File: config.mk
export PLATFORM = sky130hd
export DESIGN_NAME = net_tx_arbiter_flat
export DESIGN_NICKNAME = d
export VERILOG_FILES = /design/src/rtl/net_tx_arbiter_pkg.sv /design/src/rtl/net_tx_arbiter_if.sv /design/src/rtl/net_tx_arbiter_rr_arbiter.sv /design/src/rtl/net_tx_arbiter.sv /design/src/flat_wrapper.sv
export SDC_FILE = /design/constraint.sdc
export NUM_CORES = 1
export LEC_CHECK = 0
export ABC_AREA = 1
export CAP_MARGIN = 20
export CORE_MARGIN = 5
export CORE_UTILIZATION = 45
export DETAILED_ROUTE_END_ITERATION = 16
export GPL_ROUTABILITY_DRIVEN = 1
export PLACE_DENSITY_LB_ADDON = 0.08
export SYNTH_ARGS = -nofsm -noshare
export SYNTH_HDL_FRONTEND = slang
export SYNTH_SLANG_ARGS = --single-unit
File: constraint.sdc
create_clock -name ACLK -period 2.5 [get_ports ACLK]
set_input_delay 0.25 -clock ACLK [delete_from_list [all_inputs] [get_ports ACLK]]
set_output_delay 0.25 -clock ACLK [all_outputs]
set_load 0.005 [all_outputs]
File: src/rtl/net_tx_arbiter_pkg.sv
// net_tx_arbiter_pkg: shared flit layout, ID constants and output-stage state for the network TX path.
package net_tx_arbiter_pkg;
  localparam int FLIT_W = 16;
  localparam int DEST_W = 6;
  localparam int PAYLOAD_W = 10;
  localparam int PAYLOAD_LSB = 0;
  localparam int PAYLOAD_MSB = PAYLOAD_W - 1;
  localparam int DEST_LSB = PAYLOAD_W;
  localparam int DEST_MSB = FLIT_W - 1;
  localparam logic [DEST_W-1:0] BCAST_ID = '1;
  localparam logic [DEST_W-1:0] RESERVED_ID = '0;
  typedef enum logic {EMPTY, FULL} stage_t;
  typedef logic [FLIT_W-1:0] flit_t;
  function automatic flit_t make_flit(input logic [DEST_W-1:0] dest, input logic [PAYLOAD_W-1:0] payload);
    return {dest, payload};
  endfunction
endpackage

File: src/rtl/net_tx_arbiter_if.sv
// net_tx_arbiter_if: requester bundle, network-side flit handshake and status counters.
interface net_tx_arbiter_if #(
  parameter int N_REQ = 4,
  parameter int DEST_W = 6,
  parameter int PAYLOAD_W = 10
);
  import net_tx_arbiter_pkg::*;
  logic [N_REQ-1:0] req_valid;
  logic [N_REQ*DEST_W-1:0] req_dest;
  logic [N_REQ*PAYLOAD_W-1:0] req_payload;
  logic [N_REQ-1:0] req_ready;
  logic [FLIT_W-1:0] net_data_out;
  logic net_valid_out;
  logic net_ready_in;
  logic [15:0] drop_count;
  logic [15:0] sent_count;
  logic [$clog2(N_REQ)-1:0] last_grant;
  modport master (
    output req_valid, req_dest, req_payload, net_ready_in,
    input req_ready, net_data_out, net_valid_out, drop_count, sent_count, last_grant
  );
  modport slave (
    input req_valid, req_dest, req_payload, net_ready_in,
    output req_ready, net_data_out, net_valid_out, drop_count, sent_count, last_grant
  );
endinterface

File: src/rtl/net_tx_arbiter_rr_arbiter.sv
// rr_arbiter: combinational round-robin pick, searching upward from i_ptr+1 and wrapping.
module rr_arbiter #(
  parameter int N = 4,
  parameter int W = $clog2(N)
) (
  input  logic [N-1:0] i_req,
  input  logic [W-1:0] i_ptr,
  input  logic         i_en,
  output logic [N-1:0] o_gnt,
  output logic [W-1:0] o_idx,
  output logic         o_any
);
  logic [W-1:0] w_j;
  // Walk from the farthest offset down so the nearest requester after i_ptr wins last.
  always_comb begin
    o_gnt = '0;
    o_idx = '0;
    o_any = 1'b0;
    w_j = '0;
    for (int k = N; k >= 1; k--) begin
      w_j = W'((int'(i_ptr) + k) % N);
      if (i_req[w_j]) begin
        o_any = 1'b1;
        o_idx = w_j;
      end
    end
    if (o_any && i_en) o_gnt[o_idx] = 1'b1;
  end
endmodule

File: src/rtl/net_tx_arbiter.sv
// net_tx_arbiter: round-robin share of the 16-bit network TX link with a one-flit registered output stage.
module net_tx_arbiter #(
  parameter int N_REQ = 4,
  parameter int DEST_W = 6,
  parameter int PAYLOAD_W = 10,
  parameter int GPU_ID = 26
) (
  input logic ACLK,
  input logic ARESETn,
  net_tx_arbiter_if.slave bus
);
  import net_tx_arbiter_pkg::*;
  localparam int W = $clog2(N_REQ);
  stage_t r_state, w_state_nxt;
  logic [FLIT_W-1:0] r_data;
  logic [15:0] r_drop, r_sent;
  logic [W-1:0] r_last, w_idx;
  logic [N_REQ-1:0] w_gnt;
  logic [DEST_W-1:0] w_dest;
  logic [PAYLOAD_W-1:0] w_payload;
  logic w_any, w_slot_free, w_accept, w_self, w_depart;
  if (DEST_W + PAYLOAD_W != FLIT_W) begin : g_width_chk
    $error("net_tx_arbiter: DEST_W + PAYLOAD_W must equal FLIT_W");
  end
  assign w_depart = r_state == FULL && bus.net_ready_in;
  assign w_slot_free = r_state == EMPTY || bus.net_ready_in;
  rr_arbiter #(.N(N_REQ)) u_arb (
    .i_req(bus.req_valid),
    .i_ptr(r_last),
    .i_en(w_slot_free && ARESETn),
    .o_gnt(w_gnt),
    .o_idx(w_idx),
    .o_any(w_any)
  );
  assign w_accept = w_any && w_slot_free;
  assign w_dest = bus.req_dest[w_idx*DEST_W +: DEST_W];
  assign w_payload = bus.req_payload[w_idx*PAYLOAD_W +: PAYLOAD_W];
  assign w_self = w_dest == DEST_W'(GPU_ID);
  // A self-addressed accept never fills the stage, but a departing flit still leaves.
  always_comb w_state_nxt = (w_accept && !w_self) ? FULL : w_depart ? EMPTY : r_state;
  always_ff @(posedge ACLK or negedge ARESETn) begin
    if (!ARESETn) begin
      r_state <= EMPTY;
      r_data <= '0;
      r_drop <= '0;
      r_sent <= '0;
      r_last <= W'(N_REQ - 1);
    end else begin
      r_state <= w_state_nxt;
      if (w_accept) r_last <= w_idx;
      if (w_accept && !w_self) r_data <= {w_dest, w_payload};
      if (w_accept && w_self && r_drop != 16'hFFFF) r_drop <= r_drop + 16'd1;
      if (w_depart) r_sent <= r_sent + 16'd1;
    end
  end
  assign bus.req_ready = w_gnt;
  assign bus.net_data_out = r_data;
  assign bus.net_valid_out = r_state == FULL;
  assign bus.drop_count = r_drop;
  assign bus.sent_count = r_sent;
  assign bus.last_grant = r_last;
endmodule

File: src/flat_wrapper.sv
// flat-port wrapper written by rule: the top's interface ports become plain ports
module net_tx_arbiter_flat import net_tx_arbiter_pkg::*;
#(
  parameter int N_REQ = 4,
  parameter int DEST_W = 6,
  parameter int PAYLOAD_W = 10,
  parameter int GPU_ID = 26
)
  (ACLK, ARESETn, bus_req_valid, bus_req_dest, bus_req_payload, bus_net_ready_in, bus_req_ready, bus_net_data_out, bus_net_valid_out, bus_drop_count, bus_sent_count, bus_last_grant);
  net_tx_arbiter_if #(.N_REQ(N_REQ), .DEST_W(DEST_W), .PAYLOAD_W(PAYLOAD_W)) bus_i ();
  input logic ACLK;
  input logic ARESETn;
  input wire logic [$bits(bus_i.req_valid)-1:0] bus_req_valid;
  input wire logic [$bits(bus_i.req_dest)-1:0] bus_req_dest;
  input wire logic [$bits(bus_i.req_payload)-1:0] bus_req_payload;
  input wire logic [$bits(bus_i.net_ready_in)-1:0] bus_net_ready_in;
  output wire logic [$bits(bus_i.req_ready)-1:0] bus_req_ready;
  output wire logic [$bits(bus_i.net_data_out)-1:0] bus_net_data_out;
  output wire logic [$bits(bus_i.net_valid_out)-1:0] bus_net_valid_out;
  output wire logic [$bits(bus_i.drop_count)-1:0] bus_drop_count;
  output wire logic [$bits(bus_i.sent_count)-1:0] bus_sent_count;
  output wire logic [$bits(bus_i.last_grant)-1:0] bus_last_grant;
  assign bus_i.req_valid = bus_req_valid;
  assign bus_i.req_dest = bus_req_dest;
  assign bus_i.req_payload = bus_req_payload;
  assign bus_i.net_ready_in = bus_net_ready_in;
  assign bus_req_ready = bus_i.req_ready;
  assign bus_net_data_out = bus_i.net_data_out;
  assign bus_net_valid_out = bus_i.net_valid_out;
  assign bus_drop_count = bus_i.drop_count;
  assign bus_sent_count = bus_i.sent_count;
  assign bus_last_grant = bus_i.last_grant;
  net_tx_arbiter #(.N_REQ(N_REQ), .DEST_W(DEST_W), .PAYLOAD_W(PAYLOAD_W), .GPU_ID(GPU_ID)) u_core (.ACLK(ACLK), .ARESETn(ARESETn), .bus(bus_i));
endmodule
Yosys cells after proc, flatten, opt, wreduce, memory -nomap -nowiden
Cells that the tools add are included.

Add/sub/neg operators: 6. $mul: 2. Magnitude comparators: 6. Equality and inequality tests: 2. Shift operators: 2. Mux-type cells: 21. Bitwise logic cells: 1. Reduce and logical (&&, ||, !) cells: 11.

Operators with widths (number): 40-bit by 7-bit variable part select with 10-bit output (1); 16-bit by 1-bit adder with 16-bit output (second input constant) (2); 24-bit by 6-bit variable part select with 6-bit output (1); 16-bit != test (second input constant) (1); 2-bit by 3-bit less-than comparator with 1-bit output (second input constant) (5); 1-bit two-way mux (11); 1-bit binary-select mux with 2-bit select (4); 1-bit logical AND (8); 2-bit two-way mux (4); 6-bit by 5-bit equality test with 1-bit output (second input constant) (1); 2-bit by 3-bit multiplier with 5-bit output (second input constant) (1); 2-bit by 1-bit adder with 2-bit output (second input constant) (2); 2-bit adder (second input constant) (2); 2-bit by 2-bit multiplier with 4-bit output (second input constant) (1); 4-bit two-way mux (1); 1-bit demux with 2-bit select (1); 2-bit by 1-bit greater-or-equal comparator with 1-bit output (second input constant) (1); 2-bit nonzero test (1); 1-bit zero test (1); 1-bit logical OR (1); 1-bit NOT (1).

Register bits: 51. Bits of input ports: 71. Output and inout port bits: 55. Logic and storage cells: 56.

Logic depth before layout (Yosys ltp)
Gate-level depths: netlist of the first run.

Depth after elaboration: 13. Gate-level depth with buffers: 21. Mapped depth without buffers: 19.

Hierarchy
From an unflattened synthesis of the first run, not the netlist that was laid out.

Cells, all modules: 481. Area, all modules: 3552.2 um^2.

Modules (own cells, without submodules): net_tx_arbiter (instances 1, cells an instance 423, area an instance 3239.4 um^2, sequential area each 1278.7 um^2); rr_arbiter (instances 1, cells an instance 58, area an instance 312.8 um^2, sequential area each 0.0 um^2).

Worst setup path after synthesis of the first run
No wires, ideal clock.

Path kind: reg-to-reg. Start point: reg u_core.r_last[0], in the netlist u_core.bus.last_grant[0]. End point: reg u_core.r_drop[0], in the netlist u_core.bus.drop_count[0]. Library setup time: 119 ps. Arrival: 2177 ps. Data required time: 2381 ps. Path slack: 204 ps. Stages on the path, launching flop included: 20. Buffers on the path: 2. Clock period less this slack: 2296 ps. Cells stage by stage: dfstp_2 -> inv_2 -> nand2_1 -> nand2_2 -> nand2_2 -> nand2_2 -> inv_2 -> nand2_2 -> nand2_4 -> nand2_4 -> buf_6 -> nand2_1 -> nand2_1 -> nand2_1 -> nand2_2 -> nor2_8 -> nand4_4 -> buf_2 -> nand2_1 -> nand2_1.

Longest elaborated chain between the ends: 12. Elaborated cells between the ends (all ways): 26. Those cells by class: add/sub (4); mul (1); eq/ne (1); shift (1); mux (16); reduce/logical (3).

Ends and longest elaborated chain: start: declaration (line net_tx_arbiter.sv:17) `logic [W-1:0] r_last, w_idx;`; start signal: assignment (line net_tx_arbiter.sv:47) `r_last <= W'(N_REQ - 1);`; start signal: assignment (line net_tx_arbiter.sv:50) `if (w_accept) r_last <= w_idx;`; 2-bit by 1-bit adder with 2-bit output (line net_tx_arbiter_rr_arbiter.sv:21) `w_j = W'((int'(i_ptr) + k) % N);`; 1-bit binary-select mux with 2-bit select (line net_tx_arbiter_rr_arbiter.sv:22) `if (i_req[w_j]) begin`; 1-bit two-way mux (implied by the code) (line net_tx_arbiter_rr_arbiter.sv:22); 2-bit two-way mux (4 in series) (line net_tx_arbiter_rr_arbiter.sv:22); 2-bit by 2-bit multiplier with 4-bit output (line net_tx_arbiter.sv:36) `assign w_dest = bus.req_dest[w_idx*DEST_W +: DEST_W];`; 24-bit by 6-bit variable part select with 6-bit output (line net_tx_arbiter.sv:36); 6-bit by 5-bit equality test with 1-bit output (line net_tx_arbiter.sv:38) `assign w_self = w_dest == DEST_W'(GPU_ID);`; 1-bit logical AND * (2 in series) (line net_tx_arbiter.sv:52) `if (w_accept && w_self && r_drop != 16'hFFFF) r_drop <= r_drop + 16'd1;`; end signal: assignment (line net_tx_arbiter.sv:52); end: declaration (line net_tx_arbiter.sv:16) `logic [15:0] r_drop, r_sent;`.

Every way passes the cells marked *; elsewhere a longest branch is shown, timed or not. The select of a mux whose other input is x is not followed. A chain may end at the register's enable or synchronous reset.

Worst setup path after layout of the first run
Start point: reg u_core.r_last[1], in the netlist u_core.bus.last_grant[1]. End point: reg u_core.r_data[0], in the netlist u_core.bus.net_data_out[0].

Longest elaborated chain between the ends: 12. Elaborated cells between the ends (all ways): 28. Those cells by class: add/sub (4); mul (2); eq/ne (1); shift (2); mux (16); reduce/logical (3).

Ends and longest elaborated chain: 2-bit by 1-bit adder with 2-bit output (line net_tx_arbiter_rr_arbiter.sv:21); 1-bit binary-select mux with 2-bit select (line net_tx_arbiter_rr_arbiter.sv:22); 1-bit two-way mux (implied by the code) (line net_tx_arbiter_rr_arbiter.sv:22); 2-bit two-way mux (4 in series) (line net_tx_arbiter_rr_arbiter.sv:22); 2-bit by 2-bit multiplier with 4-bit output (line net_tx_arbiter.sv:36); 24-bit by 6-bit variable part select with 6-bit output (line net_tx_arbiter.sv:36); 6-bit by 5-bit equality test with 1-bit output (line net_tx_arbiter.sv:38); 1-bit zero test (line net_tx_arbiter.sv:51) `if (w_accept && !w_self) r_data <= {w_dest, w_payload};`; 1-bit logical AND (line net_tx_arbiter.sv:51); end signal: assignment (line net_tx_arbiter.sv:51); end: declaration (line net_tx_arbiter.sv:15) `logic [FLIT_W-1:0] r_data;`.

Several ways; a longest one is shown, not always the timed one. The select of a mux whose other input is x is not followed.

==> results.py, run 1 <==
metrics = {
    "synth": {
        "postSynthAreaPerCell_um2": 7.21,
        "ys_top_cells_by_count": "nand2_1 (187), nand3_1 (52), dfrtp_1 (49)",
        "yosysUniqueCellTypes": 33,
        "synth_ff_type": "dfrtp_1",
        "yosysWarnings": 0,
        "yosysTopAreaCellShare_pct": 35.6,
        "syn_inst": 477,
        "async_flop_share_pct": 100,
        "synth_nets": 550,
        "synth_seq_cells": 51,
        "ys_seq_area_share_pct": 37.2,
        "synthMostInstantiatedCell": "nand2_1",
        "netlist_area_mm2": 0.00344,
        "synth_edf_count": 0,
        "synthTopCellsByArea": "dfrtp_1 (36%), nand2_1 (20%), nand3_1 (7.6%), nand4_1 (6.0%), xnor2_1 (3.6%)",
        "synth_top_area_cell": "dfrtp_1",
    },
    "drt": {
        "drt-initial-drc-count": 250,
        "vias_per_cell": 5.07,
        "dr.pass1.iters": 4,
        "wl_mm": 10.0,
        "vias": 3681,
        "wl_per_cell_um": 13.8,
        "drc": 0,
        "drtAntennaViolNets": 0,
    },
    "clock_tree": {
        "cts_tree": "done",
        "clk_latency_ns": 0.30,
        "ctsHoldBuffers": 0,
        "cts_buffers": 5,
        "htreeDepth": 2,
        "cts_root_buffer": "clkbuf_8",
        "clk_pin_slew_worst_paths_ns": 0.10,
        "clock-sinks": 51,
        "cts_buffer_depth": 2,
    },
    "global_route": {
        "grt_max_degree": 52,
        "grt_use_total_pct": 19.9,
        "grt_pass1_vias": 3430,
        "gr-total-overflow": 0,
        "grt_pass1_wl_mm": 16.1,
        "antenna_found_initial": 0,
    },
    "status": {
        "violations": "setup timing",
        "status": "finished with violations",
    },
    "place": {
        "place_congestion": 0.834,
        "dpl_worst_slack_ns": -0.0626,
        "port_buffers": 125,
        "dp_hpwl_mm": 7.40,
    },
    "setup_path": {
        "worstSetupStartpointType": "flop",
        "critPathMaxFanout": 12,
        "max_stage_delay_ns": 0.57,
        "cp_cell_sequence": "inv_1 > nand2_2 > nand2_4 > nand2_4 > nand2_2 > inv_2 > nand2_4 > nand2_8 > buf_12 > nand2_4 > nand2_1 > nand2_1 > nand2_1 > nand2_1 > nor2_4 > nand3_4 > buf_6 > nand3_1 > nand2_1",
        "required_ns": 2.69,
        "path_depth": 19,
        "slowest_stage": "dfstp_2",
        "arrival_ns": 2.71,
        "reg2reg_depth": 19,
        "crit_path_end_kind": "flop",
        "rrSetupSlack_ns": -0.02,
        "critical_path_buf_inv_count": 4,
        "cpMostUsedCell": "nand2_1",
        "startpoint": "u_core.bus.last_grant[1]$_DFFE_PN1P_",
        "cp_top_family": "simple AND/OR/NAND/NOR gates",
        "crit_type": "reg2reg",
        "r2r_start": "u_core.bus.last_grant[1]$_DFFE_PN1P_",
    },
    "timing": {
        "clock_skew_ns": 0.0155,
        "slew_headroom_pct": 57.5,
        "drv_slew": 0,
        "finalCriticalPeriod_ns": 2.52,
        "setup_viol": 10,
        "final_hold_viol_count": 0,
        "finalWorstSetupSlack_ns": -0.0153,
        "timing.setup.tns_ns": -0.0694,
        "fmax_mhz": 398,
        "period_share_pct": 101,
        "rsz0062_at_grt": "yes",
        "tightest_slew_ns": 0.637,
    },
    "power_and_ir_drop": {
        "switching_power_mw": 3.77,
        "combinationalPowerShare_pct": 75.9,
        "ir_worst_vdd_mv": 0.770,
        "switching_share_pct": 49.9,
        "seqPwrFrac_pct": 17.5,
        "p_leak_nw": 2.56,
        "power_density_mw_per_mm2": 1430,
        "power.share.clock_pct": 6.7,
        "internal-power_mw": 3.79,
    },
    "die": {
        "fp.dieW_um": 97.4,
        "core-area_mm2": 0.00733,
        "dieHeight_um": 97.4,
        "ioPinCount": 126,
        "fp.dieArea_mm2": 0.00949,
        "rows": 31,
        "start_util_pct": 46.9,
    },
    "run": {
        "drv_cap": 0,
    },
    "layout": {
        "finish.utilization_pct": 72.2,
        "n_antenna_cell": 0,
        "layout-area-overhead-vs-synth_pct": 53.8,
        "layout.nets": 699,
        "fill_cells": 582,
        "drive_above_1_share_pct": 17.4,
    },
    "min_path": {
        "hp-class": "in2async",
    },
}
[kinds of logic after synthesis]
| kind of cell | Yosys count | share of synthesized area [%] |
|---|---|---|
| flops | 51 | 37.2 |
| simple gates | 335 | 46.4 |
| xor+xnor | 28 | 7.13 |
| fa+ha+maj | 2 | 0.727 |
| compound gates | 6 | 1.13 |
| buf+inv | 55 | 7.46 |
[path summary, 6_finish.rpt]
kind                                                           to
setup / recovery           u_core.bus.net_data_out[0]$_DFFE_PN0P_
hold / removal               u_core.bus.sent_count[0]$_DFFE_PN0P_
setup reg to reg           u_core.bus.net_data_out[0]$_DFFE_PN0P_
hold reg to reg             u_core.bus.sent_count[15]$_DFFE_PN0P_
max in group asynchronous   u_core.bus.drop_count[10]$_DFFE_PN0P_
min in group ACLK           u_core.bus.sent_count[15]$_DFFE_PN0P_
[final cells by class]
class,instances,area (um2),area share [%]
repair buffers,157,1580,29.8
clock inverters,2,13.8,0.260
clock buffers,6,82.6,1.56
well taps,99,124,2.34
multi-input cells,373,2070,39.1
flip-flops and latches,51,1280,24.2
inverters,38,148,2.79
[state kept, by name, summed over array words and instances, names as in the netlist]
register                  flops
u_core.bus.net_valid_out      1
u_core.bus.last_grant         2
u_core.bus.sent_count        16
u_core.bus.net_data_out      16
u_core.bus.drop_count        16
[routing by layer]
layer / vias up / track usage, % / part of all wire (%)
li1: 1846 / - / -
met1: 1698 / 26.5 / 44
met2: 130 / 33.2 / 49
met3: 7 / 4.95 / 6.7
met4: 0 / 3.19 / 0.61
met5: - / 0 / 0
[through the flow]
stage / total power, mW / instance area [um2] / instances / hold slack (ns)
3_3_place_gp: 6.08 / 4880 / 705 / 0.426
3_5_place_dp: 6.20 / 4880 / 705 / 0.431
5_1_grt: 8.23 / 5290 / 726 / 0.131
2_1_floorplan: 4.57 / 3440 / 477 / -0.0456
6_report: 7.56 / 5290 / 726 / 0.0657
4_1_cts: 6.75 / 4990 / 714 / 0.0985
[worst reg2reg max path: stages, from the launching register on]
cell	delay (ns)
dfstp_2	0.57
inv_1	0.10
nand2_2	0.11
nand2_4	0.07
nand2_4	0.08
nand2_2	0.07
inv_2	0.10
nand2_4	0.07
nand2_8	0.11
buf_12	0.11
nand2_4	0.10
nand2_1	0.08
nand2_1	0.04
nand2_1	0.05
nand2_1	0.08
nor2_4	0.22
nand3_4	0.15
buf_6	0.17
nand3_1	0.07
nand2_1	0.06
[power by group through the flow]
stage	sequential [mW]	combinational, mW	clock [mW]
5_1_grt	1.36	6.32	0.553
2_1_floorplan	1.32	3.25	0
4_1_cts	1.32	4.92	0.513
3_3_place_gp	1.33	4.76	0
6_report	1.32	5.73	0.503
3_5_place_dp	1.33	4.87	0
[what timing repair did]
item,4_1_cts,5_1_grt
setup buffers,1,8
pin swaps,0,16
setup endpoints to repair,4,37
gates resized for setup,7,48
cloned,0,4
[cell usage in the layout (no fill, tap or decap), drive strengths merged]
cell type and n:
nand2 209, clkdlybuf4s50 120, nand3 56, dfrtp 49, inv 38, nand4 35, buf 31, nor2 27
xor2 14, xnor2 14, clkbuf 11, nor3 7, a21oi 2, nor3b 2, o21ai 2, ha 2
dfstp 2, clkinv 2, nor4 1, a41oi 1, o21ba 1, dlygate4sd2 1
Power figures use the tool's default switching activity.
==> run 2, diff against run 1 <==
Settings changed: REMOVE_ABC_BUFFERS set to 1.
==> results.py, run 2 (synthesized netlist as in run 1, its figures left out) <==
metrics = {
    "layout": {
        "layout.nets": 703,
        "layout-area-overhead-vs-synth_pct": 53.8,
        "final_cell_area_mm2": 0.00529,
        "n_antenna_cell": 0,
        "layout.cells.non_filler": 730,
        "final_common_cell": "nand2_1",
        "most-common-layout-cells": "nand2_1 (166), clkdlybuf4s50_1 (120), dfrtp_1 (49), nand3_1 (48), nand2_2 (36)",
        "drive_above_1_share_pct": 19.0,
    },
    "status": {
        "status": "finished with violations",
        "violations": "setup timing",
    },
    "drt": {
        "met2WireLength_mm": 5.02,
        "drc": 0,
        "wl_per_cell_um": 13.8,
        "drtAntennaViolNets": 0,
        "wl_mm": 10.1,
        "drt-initial-drc-count": 141,
        "top_layer_used": "met4",
        "met3_length_um": 837,
        "wl_met1_mm": 4.05,
        "vias_per_cell": 5.10,
        "vias": 3722,
        "dr.pass1.iters": 5,
    },
    "global_route": {
        "grt_pass1_vias": 3533,
        "grt_pass1_wl_mm": 15.9,
        "antenna_found_initial": 0,
        "grt_use_total_pct": 19.8,
        "gr-total-overflow": 0,
        "grt_max_degree": 52,
    },
    "timing": {
        "finalCriticalPeriod_ns": 2.54,
        "setup_viol": 20,
        "tightest_slew_ns": 0.637,
        "rsz0062_at_grt": "yes",
        "clock_skew_ns": 0.00209,
        "finalWorstSetupSlack_ns": -0.0391,
        "fmax_mhz": 394,
        "final_hold_viol_count": 0,
        "drv_slew": 0,
        "slew_headroom_pct": 57.5,
        "hold_ws_ns": 0.0981,
        "period_share_pct": 102,
    },
    "die": {
        "core-area_mm2": 0.00733,
        "fp.dieW_um": 97.4,
        "fp.dieArea_mm2": 0.00949,
        "start_util_pct": 46.9,
        "ioPinCount": 126,
        "rows": 31,
        "dieHeight_um": 97.4,
    },
    "setup_path": {
        "max_stage_delay_ns": 0.62,
        "required_ns": 2.69,
        "cp_cell_sequence": "inv_4 > nand2_1 > nand3_2 > nand2_2 > inv_2 > nand2_4 > nand2_2 > nand2_4 > buf_6 > nand3_1 > nand2_1 > nand2_1 > nand2_2 > inv_2 > nor2_4 > nand3_4 > clkbuf_16 > nand3_1 > nand2_1",
        "arrival_ns": 2.73,
        "critPathMaxFanout": 8,
        "worstSetupStartpointType": "flop",
        "cp_top_family": "simple AND/OR/NAND/NOR gates",
        "crit_path_end_kind": "flop",
        "slowest_stage": "dfstp_2",
        "r2r_start": "u_core.bus.last_grant[0]$_DFFE_PN1P_",
        "cpMostUsedCell": "nand2_1",
        "startpoint": "u_core.bus.last_grant[0]$_DFFE_PN1P_",
        "crit_type": "reg2reg",
        "critical_path_buf_inv_count": 5,
    },
    "min_path": {
        "hp-class": "in2async",
    },
    "clock_tree": {
        "cts_buffer_depth": 2,
        "clk_pin_slew_worst_paths_ns": 0.08,
        "cts_tree": "done",
        "cts_root_buffer": "clkbuf_8",
        "cts_buffers": 5,
        "clk_latency_ns": 0.29,
        "ctsHoldBuffers": 0,
        "clock-sinks": 51,
        "htreeDepth": 2,
    },
    "place": {
        "place_area_mm2": 0.00488,
        "port_buffers": 125,
        "dp_cells": 704,
        "place_congestion": 0.900,
        "dp_hpwl_mm": 7.41,
    },
    "run": {
        "drv_cap": 0,
    },
    "power_and_ir_drop": {
        "ir_worst_vdd_mv": 0.955,
        "power_density_mw_per_mm2": 1420,
        "p_leak_nw": 2.54,
    },
}
## run 2: stage by stage
stage / worst slack, ns / TNS, ns / total power, mW / utilization (%)
global placement: 0.00813 / 0 / 6.00 / 66.6
global route: -0.182 / -5.40 / 8.17 / 72.1
finish: -0.0391 / -0.392 / 7.53 / 72.1
floorplan: -0.0505 / -0.640 / 4.24 / -
CTS: -0.0622 / -0.0640 / 6.83 / 69.0
detailed placement: -0.0908 / -2.05 / 6.10 / 66.6
## run 2: repair_timing
item | in CTS | in global routing
endpoints found under the setup margin | 25 | 37
buffers inserted | 6 | 7
resized for setup | 13 | 49
gates cloned | 1 | 4
pin swaps | 1 | 16
## run 2: cell type report
type,count,area (um2)
clock buffers,7,76.3
clock inverters,1,5.00
fillers,575,2040
inverters,38,153
multi-input cells,373,2080
flip-flops and latches,51,1280
well taps,99,124
repair buffers,161,1580
## run 2: final timing paths
check	end	slack [ns]	cells past startpoint
setup reg to reg	u_core.bus.net_data_out[5]$_DFFE_PN0P_	-0.04	19
setup / recovery	u_core.bus.net_data_out[5]$_DFFE_PN0P_	-0.04	19
min in group ACLK	u_core.bus.sent_count[15]$_DFFE_PN0P_	0.47	1
hold / removal	u_core.bus.sent_count[0]$_DFFE_PN0P_	0.1	2
max in group asynchronous	u_core.bus.net_data_out[1]$_DFFE_PN0P_	1.98	2
hold reg to reg	u_core.bus.sent_count[15]$_DFFE_PN0P_	0.47	1
## run 2: where the power goes
group,switching [mW],total (mW),internal (mW),leakage (nW)
Sequential,0.226,1.33,1.10,0.646
Combinational,3.27,5.75,2.48,1.85
Clock,0.255,0.452,0.197,0.0422
Total,3.75,7.53,3.78,2.54
## run 2: per-layer routing
metal	GRT usage (%)	vias up
met3	6.10	19
met1	24.0	1706
met4	6.50	0
met5	0	-
li1	-	1847
met2	33.2	150
==> run 3, diff against run 2 <==
Settings changed: CORE_ASPECT_RATIO set to 0.8, CTS_CLUSTER_DIAMETER set to 60.
==> results.py, run 3 (synthesized netlist as in run 1, its figures left out) <==
metrics = {
    "status": {
        "status": "finished with violations",
        "violations": "setup timing",
    },
    "layout": {
        "layout-area-overhead-vs-synth_pct": 56.7,
        "most-common-layout-cells": "nand2_1 (171), clkdlybuf4s50_1 (120), dfrtp_1 (49), nand3_1 (47)",
        "fill_cells": 598,
        "n_antenna_cell": 0,
        "final_common_cell": "nand2_1",
        "layout.nets": 712,
        "layout.cells.non_filler": 745,
        "drive_above_1_share_pct": 19.2,
    },
    "setup_path": {
        "slowest_stage": "dfstp_2",
        "critical_path_buf_inv_count": 4,
        "crit_path_end_kind": "flop",
        "cp_cell_sequence": "inv_4 > nand2_1 > nand2_2 > nand2_2 > nand2_4 > nand2_4 > nand2_2 > nand2_4 > clkbuf_16 > nand3_1 > nand2_1 > nand2_1 > nand2_2 > inv_2 > nor2_4 > nand3_4 > buf_12 > nand2_4 > nand2_1 > nand2_1",
        "cp_top_family": "simple AND/OR/NAND/NOR gates",
        "cpMostUsedCell": "nand2_1",
        "crit_type": "reg2reg",
        "worstSetupStartpointType": "flop",
        "arrival_ns": 2.91,
        "max_stage_delay_ns": 0.64,
        "required_ns": 2.74,
        "critPathMaxFanout": 8,
    },
    "power_and_ir_drop": {
        "ir_worst_vdd_mv": 1.21,
        "p_leak_nw": 2.61,
        "report.power.total_mw": 7.87,
        "power_density_mw_per_mm2": 1460,
    },
    "place": {
        "dp_cells": 714,
        "place_congestion": 0.864,
        "port_buffers": 125,
        "dp_hpwl_mm": 8.03,
        "dpl_worst_slack_ns": -0.124,
    },
    "timing": {
        "rsz0062_at_grt": "yes",
        "timing.setup.tns_ns": -4.63,
        "fmax_mhz": 375,
        "final_hold_viol_count": 0,
        "period_share_pct": 107,
        "slew_headroom_pct": 56.4,
        "clock_skew_ns": 0.0127,
        "drv_slew": 0,
        "finalCriticalPeriod_ns": 2.66,
        "tightest_slew_ns": 0.655,
        "finalWorstSetupSlack_ns": -0.165,
        "setup_viol": 36,
    },
    "global_route": {
        "grt_pass1_vias": 3666,
        "antenna_found_initial": 1,
        "gr-total-overflow": 0,
        "grt_use_total_pct": 23.0,
        "grt_max_degree": 52,
        "grt_pass1_wl_mm": 17.6,
    },
    "die": {
        "fp.dieW_um": 108,
        "start_util_pct": 46.3,
        "fp.dieArea_mm2": 0.00950,
        "dieHeight_um": 88.2,
        "core-area_mm2": 0.00743,
        "rows": 28,
        "ioPinCount": 126,
    },
    "drt": {
        "vias": 3884,
        "wl_mm": 11.7,
        "drt-initial-drc-count": 233,
        "drc": 0,
        "wl_per_cell_um": 15.7,
        "drtAntennaViolNets": 0,
        "vias_per_cell": 5.21,
        "dr.pass1.iters": 4,
    },
    "clock_tree": {
        "cts_tree": "done",
        "clock-sinks": 51,
        "clk_latency_ns": 0.30,
        "cts_buffer_depth": 2,
        "clk_pin_slew_worst_paths_ns": 0.10,
        "htreeDepth": 2,
        "cts_buffers": 5,
        "cts_root_buffer": "clkbuf_8",
        "ctsHoldBuffers": 0,
    },
    "run": {
        "drv_cap": 0,
    },
    "min_path": {
        "hp-class": "in2async",
    },
}
-- run 3: worst register-to-register path: cells and delay by family (launching register included) --
family / cells / cell delay (ns)
and+or+nand+nor: 16 / 1.48
DFF: 1 / 0.64
buffers and inverters: 4 / 0.49
-- run 3: cell type report --
class | count | area [um2] | share of cell area (%)
clock buffers | 5 | 68.8 | 1.28
clock inverters | 3 | 20.0 | 0.371
repair buffers | 168 | 1660 | 30.8
multi-input cells | 375 | 2070 | 38.5
flip-flops and latches | 51 | 1280 | 23.7
inverters | 38 | 158 | 2.93
well taps | 105 | 131 | 2.44
-- run 3: metrics by stage --
stage / utilization, % / hold WS (ns) / area [um2]
after floorplan: - / -0.0456 / 3330
after global placement: 66.1 / 0.447 / 4910
after detailed placement: 66.1 / 0.450 / 4910
after CTS: 69.5 / 0.124 / 5160
after global routing: 72.6 / 0.148 / 5390
final: 72.6 / 0.0853 / 5390
-- run 3: power by group --
group          internal [mW]  total [mW]  switching, mW
clock                  0.195       0.478          0.283
combinational           2.61        6.06           3.44
sequential              1.10        1.33          0.234
-- run 3: final timing paths --
check	slack [ns]	from	cells after the start	endpoint
worst max-delay path	-0.16	u_core.bus.last_grant[0]$_DFFE_PN1P_	20	u_core.bus.net_data_out[14]$_DFFE_PN0P_
worst min-delay path	0.09	ARESETn	2	u_core.bus.net_data_out[3]$_DFFE_PN0P_
worst max register to register	-0.16	u_core.bus.last_grant[0]$_DFFE_PN1P_	20	u_core.bus.net_data_out[14]$_DFFE_PN0P_
worst min register to register	0.48	u_core.bus.sent_count[15]$_DFFE_PN0P_	1	u_core.bus.sent_count[15]$_DFFE_PN0P_
max in group asynchronous	1.96	ARESETn	2	u_core.bus.drop_count[7]$_DFFE_PN0P_
min in group ACLK	0.48	u_core.bus.sent_count[15]$_DFFE_PN0P_	1	u_core.bus.sent_count[15]$_DFFE_PN0P_
-- run 3: timing repair --
action / CTS / global route
setup buffers: 9 / 10
endpoints found under the setup margin: 22 / 37
pin swaps: 2 / 18
gates cloned: 2 / 3
gates resized for setup: 23 / 32
-- run 3: layer usage --
metal	global-route usage [%]	part of all wire (%)	up-vias
li1	-	-	1871
met5	0	0.11	-
met1	29.1	41	1831
met2	42.1	51	160
met3	4.13	7.4	20
met4	3.56	1.2	2
